`src/rtl/id_retire_tracker_if.sv`:
```
// Handshake bundle between the issue/writeback side and the in-order retire port
// of the instruction ID tracker.
interface id_retire_tracker_if #(
    parameter int DEPTH  = 4,
    parameter int ID_W   = $clog2(DEPTH),
    parameter int DATA_W = 32
);
    logic              issue_valid;
    logic [ID_W-1:0]   issue_id;
    logic              wb_valid;
    logic [ID_W-1:0]   wb_id;
    logic [DATA_W-1:0] wb_data;
    logic              retire_valid;
    logic              retire_ready;
    logic [ID_W-1:0]   retire_id;
    logic [DATA_W-1:0] retire_data;
    logic              complete;
    logic [ID_W-1:0]   complete_id;
    logic              order_empty;
    logic              order_full;
    logic              proto_err;

    modport slave (
        input  issue_valid, issue_id, wb_valid, wb_id, wb_data, retire_ready,
        output retire_valid, retire_id, retire_data, complete, complete_id,
               order_empty, order_full, proto_err
    );

    modport master (
        output issue_valid, issue_id, wb_valid, wb_id, wb_data, retire_ready,
        input  retire_valid, retire_id, retire_data, complete, complete_id,
               order_empty, order_full, proto_err
    );
endinterface

```
`src/rtl/id_retire_tracker.sv`:
```
// Records issue order of instruction IDs, collects out-of-order writebacks and
// retires IDs strictly in issue order, handing each one back via complete.
module id_retire_tracker #(
    parameter int DEPTH  = 4,
    parameter int ID_W   = $clog2(DEPTH),
    parameter int DATA_W = 32
) (
    input logic                clk,
    input logic                rst,
    id_retire_tracker_if.slave bus
);
    localparam logic [ID_W:0] FULL_CNT = (ID_W+1)'(DEPTH);

    logic [ID_W-1:0]   fifo_q [DEPTH];
    logic [ID_W-1:0]   fifo_d [DEPTH];
    logic [ID_W-1:0]   head_q, head_d;
    logic [ID_W-1:0]   tail_q, tail_d;
    logic [ID_W:0]     count_q, count_d;
    logic [DEPTH-1:0]  pending_q, pending_d;
    logic [DEPTH-1:0]  done_q, done_d;
    logic [DATA_W-1:0] data_q [DEPTH];
    logic [DATA_W-1:0] data_d [DEPTH];
    logic              proto_err_q, proto_err_d;

    logic [ID_W-1:0]   head_id;
    logic              retire_valid;
    logic              fire;
    logic              head_reissue;
    logic              issue_ok;
    logic              wb_ok;

    // NOTE: every always_comb output gets a default first so no path leaves it unassigned (no latch).
    always_comb begin
        head_id      = fifo_q[head_q];
        retire_valid = rst && (count_q != '0) && done_q[head_id];
        fire         = retire_valid && bus.retire_ready;
        head_reissue = fire && (bus.issue_id == head_id);

        // Full or already-pending IDs are only acceptable when the slot/ID frees up this cycle.
        issue_ok = bus.issue_valid && ((count_q != FULL_CNT) || fire)
                   && (!pending_q[bus.issue_id] || head_reissue);
        wb_ok    = bus.wb_valid && pending_q[bus.wb_id] && !done_q[bus.wb_id]
                   && !(issue_ok && (bus.issue_id == bus.wb_id));

        fifo_d    = fifo_q;
        data_d    = data_q;
        head_d    = head_q;
        tail_d    = tail_q;
        pending_d = pending_q;
        done_d    = done_q;
        count_d   = count_q;

        if (fire) begin
            head_d             = head_q + 1'b1;
            pending_d[head_id] = 1'b0;
            done_d[head_id]    = 1'b0;
        end
        if (wb_ok) begin
            done_d[bus.wb_id] = 1'b1;
            data_d[bus.wb_id] = bus.wb_data;
        end
        // Issue is applied last so a reissue of the retiring ID overrides the retire clear.
        if (issue_ok) begin
            fifo_d[tail_q]          = bus.issue_id;
            tail_d                  = tail_q + 1'b1;
            pending_d[bus.issue_id] = 1'b1;
            done_d[bus.issue_id]    = 1'b0;
        end

        case ({issue_ok, fire})
            2'b10:   count_d = count_q + 1'b1;
            2'b01:   count_d = count_q - 1'b1;
            default: count_d = count_q;
        endcase

        proto_err_d = proto_err_q
                      || (bus.issue_valid && !issue_ok)
                      || (bus.wb_valid && !wb_ok);
    end

    // NOTE: sequential state uses non-blocking assignments so all flops update together at the edge.
    always_ff @(posedge clk) begin
        if (!rst) begin
            fifo_q      <= '{default: '0};
            head_q      <= '0;
            tail_q      <= '0;
            count_q     <= '0;
            pending_q   <= '0;
            done_q      <= '0;
            proto_err_q <= 1'b0;
        end else begin
            fifo_q      <= fifo_d;
            head_q      <= head_d;
            tail_q      <= tail_d;
            count_q     <= count_d;
            pending_q   <= pending_d;
            done_q      <= done_d;
            proto_err_q <= proto_err_d;
        end
    end

    // NOTE: result storage is not reset; done bits gate every read, so stale contents are never visible.
    always_ff @(posedge clk) begin
        data_q <= data_d;
    end

    assign bus.retire_valid = retire_valid;
    assign bus.retire_id    = head_id;
    assign bus.retire_data  = retire_valid ? data_q[head_id] : '0;
    assign bus.complete     = fire;
    assign bus.complete_id  = head_id;
    assign bus.order_empty  = (count_q == '0);
    assign bus.order_full   = (count_q == FULL_CNT);
    assign bus.proto_err    = proto_err_q;

endmodule

```
`src/flat_wrapper.sv`:
```
// flat-port wrapper written by rule: the top's interface ports become plain ports
module id_retire_tracker_flat 
#(
    parameter int DEPTH  = 4,
    parameter int ID_W   = $clog2(DEPTH),
    parameter int DATA_W = 32
)
  (clk, rst, bus_issue_valid, bus_issue_id, bus_wb_valid, bus_wb_id, bus_wb_data, bus_retire_ready, bus_retire_valid, bus_retire_id, bus_retire_data, bus_complete, bus_complete_id, bus_order_empty, bus_order_full, bus_proto_err);
  id_retire_tracker_if #(.DEPTH(DEPTH), .ID_W(ID_W), .DATA_W(DATA_W)) bus_i ();
  input logic clk;
  input logic rst;
  input wire logic [$bits(bus_i.issue_valid)-1:0] bus_issue_valid;
  input wire logic [$bits(bus_i.issue_id)-1:0] bus_issue_id;
  input wire logic [$bits(bus_i.wb_valid)-1:0] bus_wb_valid;
  input wire logic [$bits(bus_i.wb_id)-1:0] bus_wb_id;
  input wire logic [$bits(bus_i.wb_data)-1:0] bus_wb_data;
  input wire logic [$bits(bus_i.retire_ready)-1:0] bus_retire_ready;
  output wire logic [$bits(bus_i.retire_valid)-1:0] bus_retire_valid;
  output wire logic [$bits(bus_i.retire_id)-1:0] bus_retire_id;
  output wire logic [$bits(bus_i.retire_data)-1:0] bus_retire_data;
  output wire logic [$bits(bus_i.complete)-1:0] bus_complete;
  output wire logic [$bits(bus_i.complete_id)-1:0] bus_complete_id;
  output wire logic [$bits(bus_i.order_empty)-1:0] bus_order_empty;
  output wire logic [$bits(bus_i.order_full)-1:0] bus_order_full;
  output wire logic [$bits(bus_i.proto_err)-1:0] bus_proto_err;
  assign bus_i.issue_valid = bus_issue_valid;
  assign bus_i.issue_id = bus_issue_id;
  assign bus_i.wb_valid = bus_wb_valid;
  assign bus_i.wb_id = bus_wb_id;
  assign bus_i.wb_data = bus_wb_data;
  assign bus_i.retire_ready = bus_retire_ready;
  assign bus_retire_valid = bus_i.retire_valid;
  assign bus_retire_id = bus_i.retire_id;
  assign bus_retire_data = bus_i.retire_data;
  assign bus_complete = bus_i.complete;
  assign bus_complete_id = bus_i.complete_id;
  assign bus_order_empty = bus_i.order_empty;
  assign bus_order_full = bus_i.order_full;
  assign bus_proto_err = bus_i.proto_err;
  id_retire_tracker #(.DEPTH(DEPTH), .ID_W(ID_W), .DATA_W(DATA_W)) u_core (.clk(clk), .rst(rst), .bus(bus_i));
endmodule
```
`config.mk`:
```
export PLATFORM = sky130hd
export DESIGN_NAME = id_retire_tracker_flat
export DESIGN_NICKNAME = d
export VERILOG_FILES = /design/src/rtl/id_retire_tracker_if.sv /design/src/rtl/id_retire_tracker.sv /design/src/flat_wrapper.sv
export SDC_FILE = /design/constraint.sdc
export NUM_CORES = 1
export LEC_CHECK = 0
export BUFFER_PORTS_ARGS = -buffer_cell sky130_fd_sc_hd__buf_2
export CAP_MARGIN = 20
export CORE_AREA = 3 3 122 124
export CTS_BUF_LIST = sky130_fd_sc_hd__clkbuf_4
export DETAILED_ROUTE_END_ITERATION = 8
export DIE_AREA = 0 0 125 127
export GPL_TIMING_DRIVEN = 1
export PLACE_DENSITY = 0.74
export REMOVE_ABC_BUFFERS = 1
export SLEW_MARGIN = 20
export SYNTH_ARGS = -nofsm -noshare
export SYNTH_HDL_FRONTEND = slang
export SYNTH_SLANG_ARGS = --single-unit
```
`constraint.sdc`:
```
create_clock -name clk -period 5.3 [get_ports clk]
set_clock_uncertainty 0.1 [all_clocks]
set_input_delay 0.53 -clock clk [delete_from_list [all_inputs] [get_ports clk]]
set_output_delay 0.53 -clock clk [all_outputs]
set_load 0.05 [all_outputs]
```
; Yosys cells after proc, flatten, opt, wreduce, memory -nomap -nowiden
; Cells that the tools add are included.
[word_totals]
regBits = 152
inputBits = 41
out_inout_bits = 41
[classes]
n_addsub = 4
n_lt_le_gt_ge = 12
eq_ne = 6
mux = 33
bitwise = 11
n_reduce_logical = 29
[ops]
columns = cell, n
row1 = 128-bit bitwise mux, 1
row2 = 32-bit two-way mux, 4
row3 = 32-bit binary-select mux with 2-bit select, 1
row4 = 32-bit demux with 2-bit select, 1
row5 = 4-bit two-way mux, 5
row6 = 1-bit logical AND, 17
row7 = 4-bit AND, 3
row8 = 3-bit greater-or-equal comparator (second input constant), 4
row9 = 2-bit NOT with 3-bit output, 4
row10 = 2-bit by 3-bit less-than comparator with 1-bit output (second input constant), 3
row11 = 1-bit binary-select mux with 2-bit select, 4
row12 = 8-bit bitwise mux, 1
row13 = 4-bit NOT, 2
row14 = 4-bit bitwise OR, 2
row15 = 1-bit two-way mux, 7
row16 = 1-bit demux with 2-bit select, 3
row17 = 2-bit by 1-bit greater-or-equal comparator with 1-bit output (second input constant), 3
row18 = 3-bit by 1-bit less-than comparator with 1-bit output (second input constant), 2
row19 = 2-bit two-way mux, 3
row20 = 3-bit case mux with 2 select lines, 1
row21 = 1-bit logical NOT, 5
row22 = 2-bit by 1-bit adder with 2-bit output (second input constant), 2
row23 = 2-bit binary-select mux with 2-bit select, 1
row24 = 2-bit demux with 2-bit select, 1
row25 = other kinds (11), 15

; Depth between registers and ports, before layout
; Gate-level depths: netlist (run 1).
[depth]
depth_word = 17
mapped_depth = 13

; Worst setup path after synthesis (run 1)
; No wires, ideal clock.
[synth_path]
path_type = input to register
startpoint = input port bus_wb_id[1]
endpoint = register u_core.done_q[1]
setup_time_ps = 96
arrival_ps = 4260
t_required_ps = 5104
slack_ps = 845
cell_stages = 3
n_path_buf = 0
path_cell_list = nor4_1 > a21oi_1 > a311oi_2
[synth_via]
elab_chain_cells = 8
[synth_lines]
columns = item, line
row1 = "start, declared", flat_wrapper.sv:15  ; input wire logic [$bits(bus_i.wb_id)-1:0] bus_wb_id;
row2 = 2-bit by 3-bit less-than comparator with 1-bit output (implied by the code) (tied with other cells), id_retire_tracker.sv:59  ; done_d[bus.wb_id] = 1'b1;
row3 = 1-bit logical AND (implied by the code) or 1-bit two-way mux (tied branches), "id_retire_tracker.sv:59, id_retire_tracker.sv:42"
row4 = 1-bit two-way mux (implied by the code) (tied with other cells), id_retire_tracker.sv:59
row5 = 1-bit demux with 2-bit select or 1-bit logical AND (tied branches), --
row6 = 4-bit bitwise OR (no source line) or 1-bit logical AND (tied branches), --
row7 = 4-bit two-way mux (*), id_retire_tracker.sv:58  ; if (wb_ok) begin
row8 = 4-bit AND (no source line), --
row9 = 4-bit two-way mux (*), id_retire_tracker.sv:63  ; if (issue_ok) begin
row10 = "end signal, assigned", id_retire_tracker.sv:97  ; done_q <= done_d;
row11 = "end, declared", id_retire_tracker.sv:20  ; logic [DEPTH-1:0] done_q, done_d;
; Every way passes the cells marked *; elsewhere a longest branch is shown, timed or not. The select of a mux whose other input is x is not followed.
; A chain may end at the register's enable or synchronous reset.

; Worst setup path after layout (run 1)
[layout_path]
startpoint = register u_core.head_q[0]
endpoint = output port bus_retire_data[29]
[layout_via]
elab_chain_cells = 9
[layout_lines]
columns = item, line
row1 = "start, declared", id_retire_tracker.sv:16  ; logic [ID_W-1:0] head_q, head_d;
row2 = "start signal, assigned", id_retire_tracker.sv:85  ; head_q <= '0;
row3 = "start signal, assigned", id_retire_tracker.sv:93  ; head_q <= head_d;
row4 = 2-bit NOT with 3-bit output (implied by the code) (*), id_retire_tracker.sv:34  ; head_id = fifo_q[head_q];
row5 = 2-bit binary-select mux with 2-bit select (*), id_retire_tracker.sv:34
row6 = 2-bit two-way mux (implied by the code) (*) (2 in series), id_retire_tracker.sv:34
row7 = 2-bit NOT with 3-bit output (implied by the code), id_retire_tracker.sv:109  ; assign bus.retire_data = retire_valid ? data_q[head_id] : '0;
row8 = 32-bit binary-select mux with 2-bit select, id_retire_tracker.sv:109
row9 = 32-bit two-way mux (implied by the code) (2 in series), id_retire_tracker.sv:109
row10 = 32-bit two-way mux (*), id_retire_tracker.sv:109
row11 = "end, declared", flat_wrapper.sv:20  ; output wire logic [$bits(bus_i.retire_data)-1:0] bus_retire_data;
; Marked as above.

==> qor.csv, run 1 <==
stage,metric,value,unit
floorplanning,initial_utilization,44.8,%
yosys,synth_edf_count,128,
timing,slew_violations,0,
yosys,synth_cells,362,
routing,wl_per_cell,18.9,microns
routing,vias,3432,
grt,grt_pass1_wl,19200,microns
floorplanning,io_pins,82,
clock_network,clock_latency,0.53,ns
critical_path,crit_path_start_kind,flip-flop,
place,gp_congestion,0.810,
critical_path,endpoint_kind,output port,
place,port_buffers,81,
floorplanning,die_y,127,microns
final_layout,nets,496,
critical_path,crit_type,reg -> out,
timing,maxSlewHeadroom,30.3,%
routing,ant_nets,0,
yosys,syn_avg_cell_area,17.2,sq um
clock_network,cts_resized,0,
critical_path,cpMostUsedCell,buf_4,
grt,grt_max_degree,41,
pwr,total_power,2.18,mW
critical_path,r2r_setup_slack,1.21,ns
min_path,hold_class,in -> reg,
timing,setup_viol,0,
clock_network,clkSinkCount,152,
clock_network,cts_tree,built,
yosys,yosysTopAreaCellShare,61.8,%
routing,drt_wl_total,12100,microns
grt,overflow,0,
yosys,synth_warnings,0,
yosys,synth_cell_type_count,46,
routing,first_pass_iters,5,
critical_path,slowest_stage,mux4_2,
timing,finalCritPeriodShare,83.4,%
grt,grt_pass1_vias,3552,
yosys,synthArstFlopShare,0,%
clock_network,htreeDepth,4,
timing,layout_min_cycle_time,4.42,ns
place,hpwl,8050,microns
floorplanning,die_area,0.0159,sq mm
critical_path,crit_required,4.67,ns
final_layout,layout-drive-gt1-share,34.9,%
yosys,synth_area_leaders,"edfxtp_1 (62%), mux4_2 (13%), dfxtp_1 (7.7%), nor2b_1 (3.3%), mux2i_1 (1.6%)",
run_status,status,"finished, final reports clean",
clock_network,cts-root-buf,clkbuf_4,
critical_path,max_stage_delay,0.81,ns
yosys,synth-main-ff-cell,edfxtp_1,
yosys,synth_seq_cells,152,
clock_network,postCtsHoldBufs,0,
routing,drt_iter0_markers,383,
floorplanning,die_w,125,microns
pwr,p_leak,2.46,nW
floorplanning,row_count,43,
timing,finalSetupTns,0,ns
critical_path,crit_fanout,25,
flow_run,drv_cap,0,
yosys,yosysSeqAreaShare,69.5,%
timing,tightest_slew,1.05,ns
grt,antenna_found_initial,2,
clock_network,postCtsSetupRepairBufs,0,
timing,rsz0062_at_grt,false,
final_layout,area_delta_synth_final,13.7,%
grt,grt_util_all_layers,15.8,%
critical_path,cp_cell_sequence,"mux4_2, buf_4, a21oi_1, a2111o_1, buf_4, nor2b_1, buf_2",
final_layout,antenna_cells,0,
pwr,peakVddDrop,0.168,mV
timing,hold_viol_final,0,
clock_network,path_clk_slew,0.13,ns
pwr,powerDensity,308,mW/mm^2
critical_path,crit_arrival,3.79,ns
floorplanning,coreArea,0.0139,sq mm
timing,fmax,226,MHz
yosys,yosysTopAreaCell,edfxtp_1,
clock_network,cts_buffers,17,
routing,drcViolationCount,0,
yosys,syn_area,0.00622,sq mm
clock_network,clock_path_buffers,2,
routing,via_per_inst,5.35,
[power by group]
group | internal, mW | leakage [nW] | switching (mW)
clock | 0.231 | 0.123 | 0.389
sequential | 1.31 | 1.35 | 0.0107
combinational | 0.0974 | 0.987 | 0.143
[stage by stage]
step / cell area [sq um] / cells / worst slack, ns / utilization, % / hold WS, ns
4_1_cts: 7070 / 641 / 0.724 / 50.9 / 0.0539
3_5_place_dp: 6820 / 610 / 1.24 / 49.2 / 0.358
3_3_place_gp: 6820 / 610 / 1.37 / 49.2 / 0.347
2_1_floorplan: 6120 / 342 / 0.845 / - / 0.335
6_report: 7070 / 641 / 0.878 / 51.0 / 0.0964
5_1_grt: 7070 / 641 / 0.518 / 51.0 / 0.0258
[critical path: cells and delay by family (launching register included)]
family	cells	cell delay, ns
AOI/OAI and AO/OA	2	0.76
muxes	1	0.81
DFF	1	0.37
and+or+nand+nor	1	0.18
buffers and inverters	3	1.12
[layout make-up]
type | instances | area (sq um)
clock buffer | 18 | 135
clock inverter | 13 | 108
fill | 1178 | 6810
inverter | 18 | 67.6
multi-input combinational | 172 | 1760
sequential | 152 | 4320
tap | 180 | 225
timing repair buffer | 88 | 458
[worst paths after layout]
path / cells past startpoint / from / to
worst max register to register: 11 / u_core.head_q[0] / u_core.count_q[2]
worst min register to register: 2 / u_core.fifo_q[6] / u_core.fifo_q[6]
worst max-delay path: 7 / u_core.head_q[0] / bus_retire_data[29]
worst min-delay path: 1 / bus_wb_data[14] / u_core.data_q[46]
[synthesized netlist by cell type (2+ instances only)]
| library cell | n |
|---|---|
| buf_4 | 2 |
| xnor2_1 | 3 |
| nand3_1 | 3 |
| clkbuf_1 | 10 |
| o311ai_0 | 2 |
| mux2i_1 | 10 |
| nand4_1 | 4 |
| dfxtp_1 | 24 |
| buf_6 | 2 |
| nor3_1 | 3 |
| ha_1 | 5 |
| nand2b_1 | 2 |
| nor2_1 | 8 |
| nor2b_1 | 33 |
| edfxtp_1 | 128 |
| o21ai_0 | 5 |
| buf_1 | 2 |
| mux2_4 | 2 |
| xor2_1 | 2 |
| a21oi_1 | 9 |
| or3_1 | 2 |
| buf_2 | 4 |
| mux4_2 | 35 |
| o41ai_1 | 2 |
| nor4_1 | 2 |
| a311oi_2 | 2 |
| inv_1 | 18 |
| nand2_1 | 20 |
[layout by cell type, fill, tap and decap left out, types with 2 or more instances in the layout]
cell	n
edfxtp_1	128
buf_2	81
mux4_2	35
nor2b_1	33
dfxtp_1	24
nand2_1	20
inv_1	18
clkbuf_4	18
mux2i_1	10
a21oi_1	9
nor2_1	8
buf_4	7
o21ai_0	5
ha_1	5
nand4_1	4
clkinvlp_4	4
xnor2_1	3
nand3_1	3
clkinv_1	3
mux2_4	2
nand2b_1	2
nor3_2	2
a311oi_2	2
o311ai_0	2
o41ai_1	2
xor2_1	2
or3_1	2
clkinv_4	2
clkinv_2	2
[metal layers]
layer	part of all wire, %	global-route usage (%)	vias up
met5	0.26	0	-
met4	0.92	5.36	4
met3	6.9	5.98	12
met2	49	25.0	119
met1	43	20.2	1714
li1	-	-	1583
[registers in the layout (all words and copies together) (netlist names)]
name,flops
u_core.done_q,4
u_core.count_q,3
u_core.fifo_q,8
u_core.data_q,128
u_core.head_q,2
u_core.pending_q,4
u_core.bus.proto_err,1
u_core.tail_q,2
[cells by family after synthesis]
group / synth area share [%]
compound gates: 3.92
mux: 14.8
xor+xnor: 0.704
simple gates: 7.02
flops: 69.5
buf+inv: 2.74
fa+ha+maj: 1.33
No activity file was read; power rests on OpenSTA's default activity.
==> run 2: changes to the inputs <==
Settings changed: ABC_AREA set to 1, CORE_AREA 3 3 122 124 to 3 3 121 123, DIE_AREA 0 0 125 127 to 0 0 124 126.
Clock period 5.3 ns to 4.18 ns, I/O delays scaled along.
==> qor.csv, run 2 <==
stage,metric,value,unit,change
timing,hold_viol_final,0,,unchanged
flow_run,drv_cap,0,,unchanged
run_status,status,"finished, final reports clean",,
timing,tightest_slew,0.969,ns,-0.0766 ns
timing,layout_min_cycle_time,3.66,ns,
grt,grt_pass1_vias,4272,,+20%
timing,final.setup.worst_slack,0.518,ns,-0.360 ns
yosys,synth_seq_cells,152,,unchanged
critical_path,crit_arrival,3.14,ns,-0.65 ns
yosys,yosysTopAreaCellShare,63.3,%,+1.5 points
pwr,clockPowerShare,31.0,%,+2.6 points
critical_path,cp_cell_sequence,"inv_2, nand2_1, nand3_2, nand2_4, inv_1, nor2_4, a22oi_1, a31oi_1, buf_2",,
critical_path,crit_required,3.66,ns,-1.01 ns
place,placed_cell_area,0.00670,sq mm,-1.8%
floorplanning,io_pins,82,,unchanged
critical_path,crit_type,reg -> out,,
min_path,hold_class,in -> reg,,
yosys,synthArstFlopShare,0,%,unchanged
timing,fmax,273,MHz,
timing,setup_viol,0,,unchanged
yosys,synth_common_cells,"edfxtp_1 (128), nand2_1 (114), nor2_1 (38)",,
final_layout,largest_reg_flops,128,,unchanged
clock_network,htreeDepth,4,,unchanged
final_layout,stdcell_area,0.00730,sq mm,+3.2%
floorplanning,die_area,0.0156,sq mm,-1.6%
yosys,synth.most_common_cell,edfxtp_1,,
routing,drcViolationCount,0,,unchanged
yosys,synth_cells,491,,+36%
timing,maxSlewHeadroom,35.2,%,+5.0 points
clock_network,postCtsSetupRepairBufs,0,,unchanged
pwr,seq_power_share,58.8,%,-1.8 points
routing,drt_wl_total,13300,microns,+9.9%
routing,drt_iter0_markers,352,,-8.1%
pwr,p_int,2.11,mW,+29%
timing,rsz0062_at_grt,false,,
clock_network,path_clk_slew,0.13,ns,about the same
place,dp_slack,1.14,ns,-0.0975 ns
yosys,yosysTopAreaCell,edfxtp_1,,
yosys,syn_area,0.00607,sq mm,-2.3%
final_layout,layout-drive-gt1-share,23.8,%,-11 points
final_layout,num-fill-cells,1147,,-2.6%
routing,wl_per_cell,16.6,microns,-12%
final_layout,area_delta_synth_final,20.2,%,
critical_path,cpLargestDelayFamily,simple AND/OR/NAND/NOR gates,,
clock_network,clkSinkCount,152,,unchanged
yosys,synth_edf_count,128,,unchanged
timing,slew_violations,0,,unchanged
pwr,powerDensity,390,mW/mm^2,+26%
pwr,p_sw_share,25.8,%,+0.86 points
final_layout,most-common-layout-cells,"edfxtp_1 (128), nand2_1 (114), buf_2 (81)",,
clock_network,clock_path_buffers,2,,unchanged
pwr,total_power,2.85,mW,+30%
place,port_buffers,81,,unchanged
final_layout,top_register,u_core.data_q,,
place,hpwl,7930,microns,-1.5%
pwr,p_leak,2.71,nW,+10%
final_layout,fin_cells,804,,+25%
final_layout,final_common_cell,edfxtp_1,,
timing,finalHoldWorstSlack,0.0822,ns,-0.0142 ns
critical_path,endpoint_kind,output port,,
floorplanning,die_w,124,microns,-0.80%
pwr,peakVddDrop,0.266,mV,+58%
pwr,p_switching,0.733,mW,+35%
place,gp_congestion,0.839,,+3.6%
timing,finalCritPeriodShare,87.6,%,
grt,grt_util_all_layers,17.3,%,+1.6 points
routing,ant_nets,0,,unchanged
yosys,synth_area_leaders,"edfxtp_1 (63%), dfxtp_1 (7.9%), nand2_1 (7.0%), a22oi_1 (4.1%), a31oi_1 (3.3%)",,
grt,grt_max_degree,34,,-17%
clock_network,cts-root-buf,clkbuf_4,,
final_layout,fin_util,53.0,%,+2.1 points
critical_path,crit_buf_inv,3,,unchanged
yosys,synth-main-ff-cell,edfxtp_1,,
routing,via_per_inst,5.24,,-2.1%
grt,overflow,0,,unchanged
routing,vias,4216,,+23%
clock_network,cts_buffers,17,,unchanged
clock_network,clock_latency,0.55,ns,+0.02 ns
floorplanning,die_y,126,microns,-0.79%
floorplanning,initial_utilization,44.1,%,-0.70 points
final_layout,reg.largest.list,"u_core.data_q: 128 flops, u_core.fifo_q: 8 flops",,
floorplanning,coreArea,0.0138,sq mm,-0.78%
routing,first_pass_iters,5,,unchanged
critical_path,crit_fanout,33,,+32%
yosys,syn_avg_cell_area,12.4,sq um,-28%
critical_path,crit_path_start_kind,flip-flop,,
clock_network,cts_tree,built,,
place,dpl.cell_count,738,,+21%
yosys,yosysSeqAreaShare,71.2,%,+1.7 points
grt,antenna_found_initial,1,,-1
floorplanning,row_count,43,,unchanged
yosys,synth_warnings,0,,unchanged
critical_path,slowest_stage,nor2_4,,
timing,finalSetupTns,0,ns,unchanged
yosys,synth_cell_type_count,35,,-24%
pwr,combPwrFrac,10.2,%,-0.8 points
grt,grt_pass1_wl,20600,microns,+7.5%
critical_path,max_stage_delay,0.78,ns,-0.03 ns
final_layout,nets,656,,+32%
-- run 2: cell types whose count changed after synthesis, sizes merged, moves of 5 or more --
cell	delta
a22oi	+32
a31oi	+31
mux4	-35
a21oi	+11
clkbuf	+5
inv	+19
nor2b	-33
nor2	+30
nand3	+8
mux2i	-10
nand2	+104
-- run 2: final timing paths --
path / start / slack [ns] / end / depth (start not counted)
hold / removal: bus_issue_valid / 0.08 / u_core.bus.proto_err / 5
setup reg to reg: u_core.head_q[0] / 1.26 / u_core.count_q[2] / 16
hold reg to reg: u_core.pending_q[3] / 0.39 / u_core.pending_q[3] / 2
setup / recovery: u_core.head_q[0] / 0.52 / bus_retire_data[5] / 9
-- run 2: kinds of logic after synthesis --
family / Yosys count / synth area share [%]
DFF: 152 / 71.2
AOI/OAI and AO/OA: 96 / 10.4
adders and majority gates: 6 / 1.36
and+or+nand+nor: 178 / 12.7
xor gates and xnor gates: 1 / 0.144
buffers and inverters: 58 / 4.18
-- run 2: layout make-up --
| cell class | count | area (sq um) | area share [%] |
|---|---|---|---|
| tap | 180 | 225 | 3.08 |
| timing repair buffer | 120 | 778 | 10.7 |
| clock inverter | 15 | 153 | 2.09 |
| multi-input combinational | 281 | 1550 | 21.2 |
| inverter | 37 | 141 | 1.94 |
| sequential | 152 | 4320 | 59.2 |
| clock buffer | 17 | 128 | 1.75 |
| antenna | 2 | 5.00 | 0.0685 |
-- run 2: power by group through the flow --
stage	clock network (mW)	registers (mW)	logic (mW)
6_report	0.882	1.67	0.291
2_1_floorplan	0	1.71	0.160
5_1_grt	0.952	1.68	0.323
3_3_place_gp	0	1.71	0.257
3_5_place_dp	0	1.71	0.267
4_1_cts	0.895	1.67	0.292
-- run 2: per-layer routing --
layer / up-vias / GRT usage (%) / share of wire, %
met2: 170 / 28.8 / 48
met1: 2013 / 21.6 / 43
li1: 2000 / - / -
met5: - / 0 / 0
met3: 33 / 5.03 / 7.4
met4: 0 / 6.06 / 2.0
-- run 2: worst min-delay path, cell delays in order --
cell,delay [ns]
buf_2,0.09
nand2_1,0.06
nand3_1,0.06
nand2_1,0.05
inv_1,0.04
-- run 2: timing repair --
action,CTS,global route
hold buffers,32,0
resized for setup,0,0
setup endpoints to repair,0,0
endpoints found under the hold margin,128,0
==> run 3: changes to the inputs <==
Clock period 4.18 ns to 4.6 ns, I/O delays scaled along.
==> qor.csv, run 3 (synthesis gave the netlist of run 2 again) <==
stage,metric,value,unit,change
run_status,status,"finished, final reports clean",,
routing,via_per_inst,5.22,,-0.44%
grt,grt_util_all_layers,17.1,%,-0.20 points
floorplanning,die_y,126,microns,unchanged
critical_path,crit_path_start_kind,flip-flop,,
final_layout,final_common_cell,edfxtp_1,,
clock_network,htreeDepth,4,,unchanged
critical_path,cpLargestDelayFamily,buffers and inverters,,
timing,setup_viol,0,,unchanged
critical_path,max_stage_delay,0.50,ns,-0.28 ns
timing,maxSlewHeadroom,29.9,%,-5.3 points
routing,drt_wl_total,13200,microns,-1.3%
routing,met3_wirelength,1050,microns,+5.4%
routing,met2_length,6430,microns,+0.78%
final_layout,area_delta_synth_final,19.1,%,
critical_path,crit_fanout,20,,-39%
critical_path,endpoint_kind,output port,,
floorplanning,die_w,124,microns,unchanged
grt,overflow,0,,unchanged
timing,tightest_slew,1.05,ns,+0.0793 ns
routing,drt_iter0_markers,490,,+39%
clock_network,clkSinkCount,152,,unchanged
pwr,total_power,2.58,mW,-9.3%
routing,wl_per_cell,16.6,microns,+0.20%
final_layout,top_register,u_core.data_q,,
grt,antenna_found_initial,0,,-1
floorplanning,initial_utilization,44.1,%,unchanged
final_layout,antenna_cells,0,,-2
timing,rsz0062_at_grt,false,,
routing,top_layer,met4,,
clock_network,clock_latency,0.54,ns,about the same
min_path,hold_class,in -> reg,,
final_layout,reg.largest.list,"u_core.data_q: 128 flops, u_core.fifo_q: 8 flops",,
timing,finalCritPeriodShare,82.2,%,
clock_network,clock_path_buffers,2,,unchanged
pwr,p_leak,2.66,nW,-1.8%
critical_path,cp_cell_sequence,"a21oi_1, o21ai_1, nand2_2, inv_2, nand2_2, nand2_4, nand2_1, buf_4, a31oi_1, buf_2",,
timing,fmax,265,MHz,
floorplanning,io_pins,82,,unchanged
grt,grt_max_degree,34,,unchanged
final_layout,num-fill-cells,1162,,+1.3%
critical_path,crit_buf_inv,3,,unchanged
pwr,peakVddDrop,0.179,mV,-33%
routing,ant_nets,0,,unchanged
final_layout,largest_reg_flops,128,,unchanged
routing,vias,4135,,-1.9%
timing,slew_violations,0,,unchanged
critical_path,crit_type,reg -> out,,
pwr,powerDensity,357,mW/mm^2,-8.4%
timing,hold_viol_final,0,,unchanged
timing,finalSetupTns,0,ns,unchanged
routing,first_pass_iters,7,,+2
clock_network,cts_tree,built,,
clock_network,cts-root-buf,clkbuf_4,,
routing,drcViolationCount,0,,unchanged
grt,grt_pass1_vias,4036,,-5.5%
final_layout,layout-drive-gt1-share,23.5,%,-0.26 points
floorplanning,coreArea,0.0138,sq mm,unchanged
routing,met1_length,5560,microns,-2.5%
place,gp_congestion,0.836,,-0.43%
timing,layout_min_cycle_time,3.78,ns,
place,hpwl,8050,microns,+1.6%
final_layout,nets,646,,-1.5%
place,port_buffers,81,,unchanged
clock_network,path_clk_slew,0.13,ns,about the same
clock_network,cts_buffers,17,,unchanged
critical_path,crit_arrival,3.22,ns,+0.08 ns
flow_run,drv_cap,0,,unchanged
critical_path,cpMostUsedCell,nand2_2,,
grt,grt_pass1_wl,20100,microns,-2.4%
critical_path,slowest_stage,nand2_1,,
final_layout,most-common-layout-cells,"edfxtp_1 (128), nand2_1 (114), buf_2 (81)",,
floorplanning,row_count,43,,unchanged
floorplanning,die_area,0.0156,sq mm,unchanged
critical_path,crit_required,4.04,ns,+0.38 ns
-- run 3: cell count changes in the layout (fill, tap and decap cells not counted), sizes merged, moves of 2 or more --
cell / change
buf: -5
clkinv: -4
clkinvlp: +2
diode: -2
dlygate4sd3: -5
-- run 3: routing by layer --
metal	vias to the layer above	track usage, %
li1	1985	-
met1	1984	22.0
met2	153	28.1
met3	13	5.25
met4	0	4.90
met5	-	0
-- run 3: worst register-to-register path: stages, from the launching register on --
cell and delay [ns]:
dfxtp_1 0.39, inv_1 0.10, a21oi_1 0.13, o21ai_1 0.12
nand2_2 0.19, inv_2 0.11, nand2_2 0.10, nand2_4 0.06
nand4_1 0.09, nand2_1 0.22, nand2_4 0.19, ha_1 0.16
inv_1 0.06, fa_1 0.38, a21oi_1 0.14, o21ai_0 0.12
o21ai_0 0.17, a21oi_1 0.05
-- run 3: per-stage QoR --
stage	utilization, %	setup WS (ns)	instance area, sq um	instances	hold WS (ns)
floorplan	-	0.697	5960	470	0.345
global placement	48.3	1.38	6650	732	0.366
detailed placement	48.3	1.18	6650	732	0.369
CTS	51.4	0.790	7080	779	0.000690
global route	52.5	0.497	7230	792	0.000246
finish	52.5	0.820	7230	792	0.0400
-- run 3: where the power goes --
group | switching [mW] | internal (mW)
clock | 0.469 | 0.330
sequential | 0.0102 | 1.51
combinational | 0.182 | 0.0785
-- run 3: what timing repair did --
| action | in CTS | in global routing |
|---|---|---|
| setup buffers | 0 | 0 |
| endpoints found under the hold margin | 58 | 38 |
| setup endpoints to repair | 0 | 0 |
| hold buffers | 15 | 12 |
| resized for setup | 0 | 0 |
-- run 3: cell type report --
cell class,count,area [sq um],area share [%]
inverter,37,141,1.96
clock buffer,18,135,1.87
timing repair buffer,110,711,9.83
sequential,152,4320,59.8
clock inverter,14,146,2.02
tap,180,225,3.11
multi-input combinational,281,1550,21.4
-- run 3: final timing paths --
| path | cells after the start | startpoint | slack [ns] | end |
|---|---|---|---|---|
| setup / recovery | 10 | u_core.head_q[0] | 0.82 | bus_retire_data[20] |
| hold / removal | 1 | bus_wb_data[11] | 0.04 | u_core.data_q[43] |
| setup reg to reg | 17 | u_core.head_q[1] | 1.65 | u_core.count_q[2] |
| hold reg to reg | 2 | u_core.pending_q[3] | 0.39 | u_core.pending_q[3] |
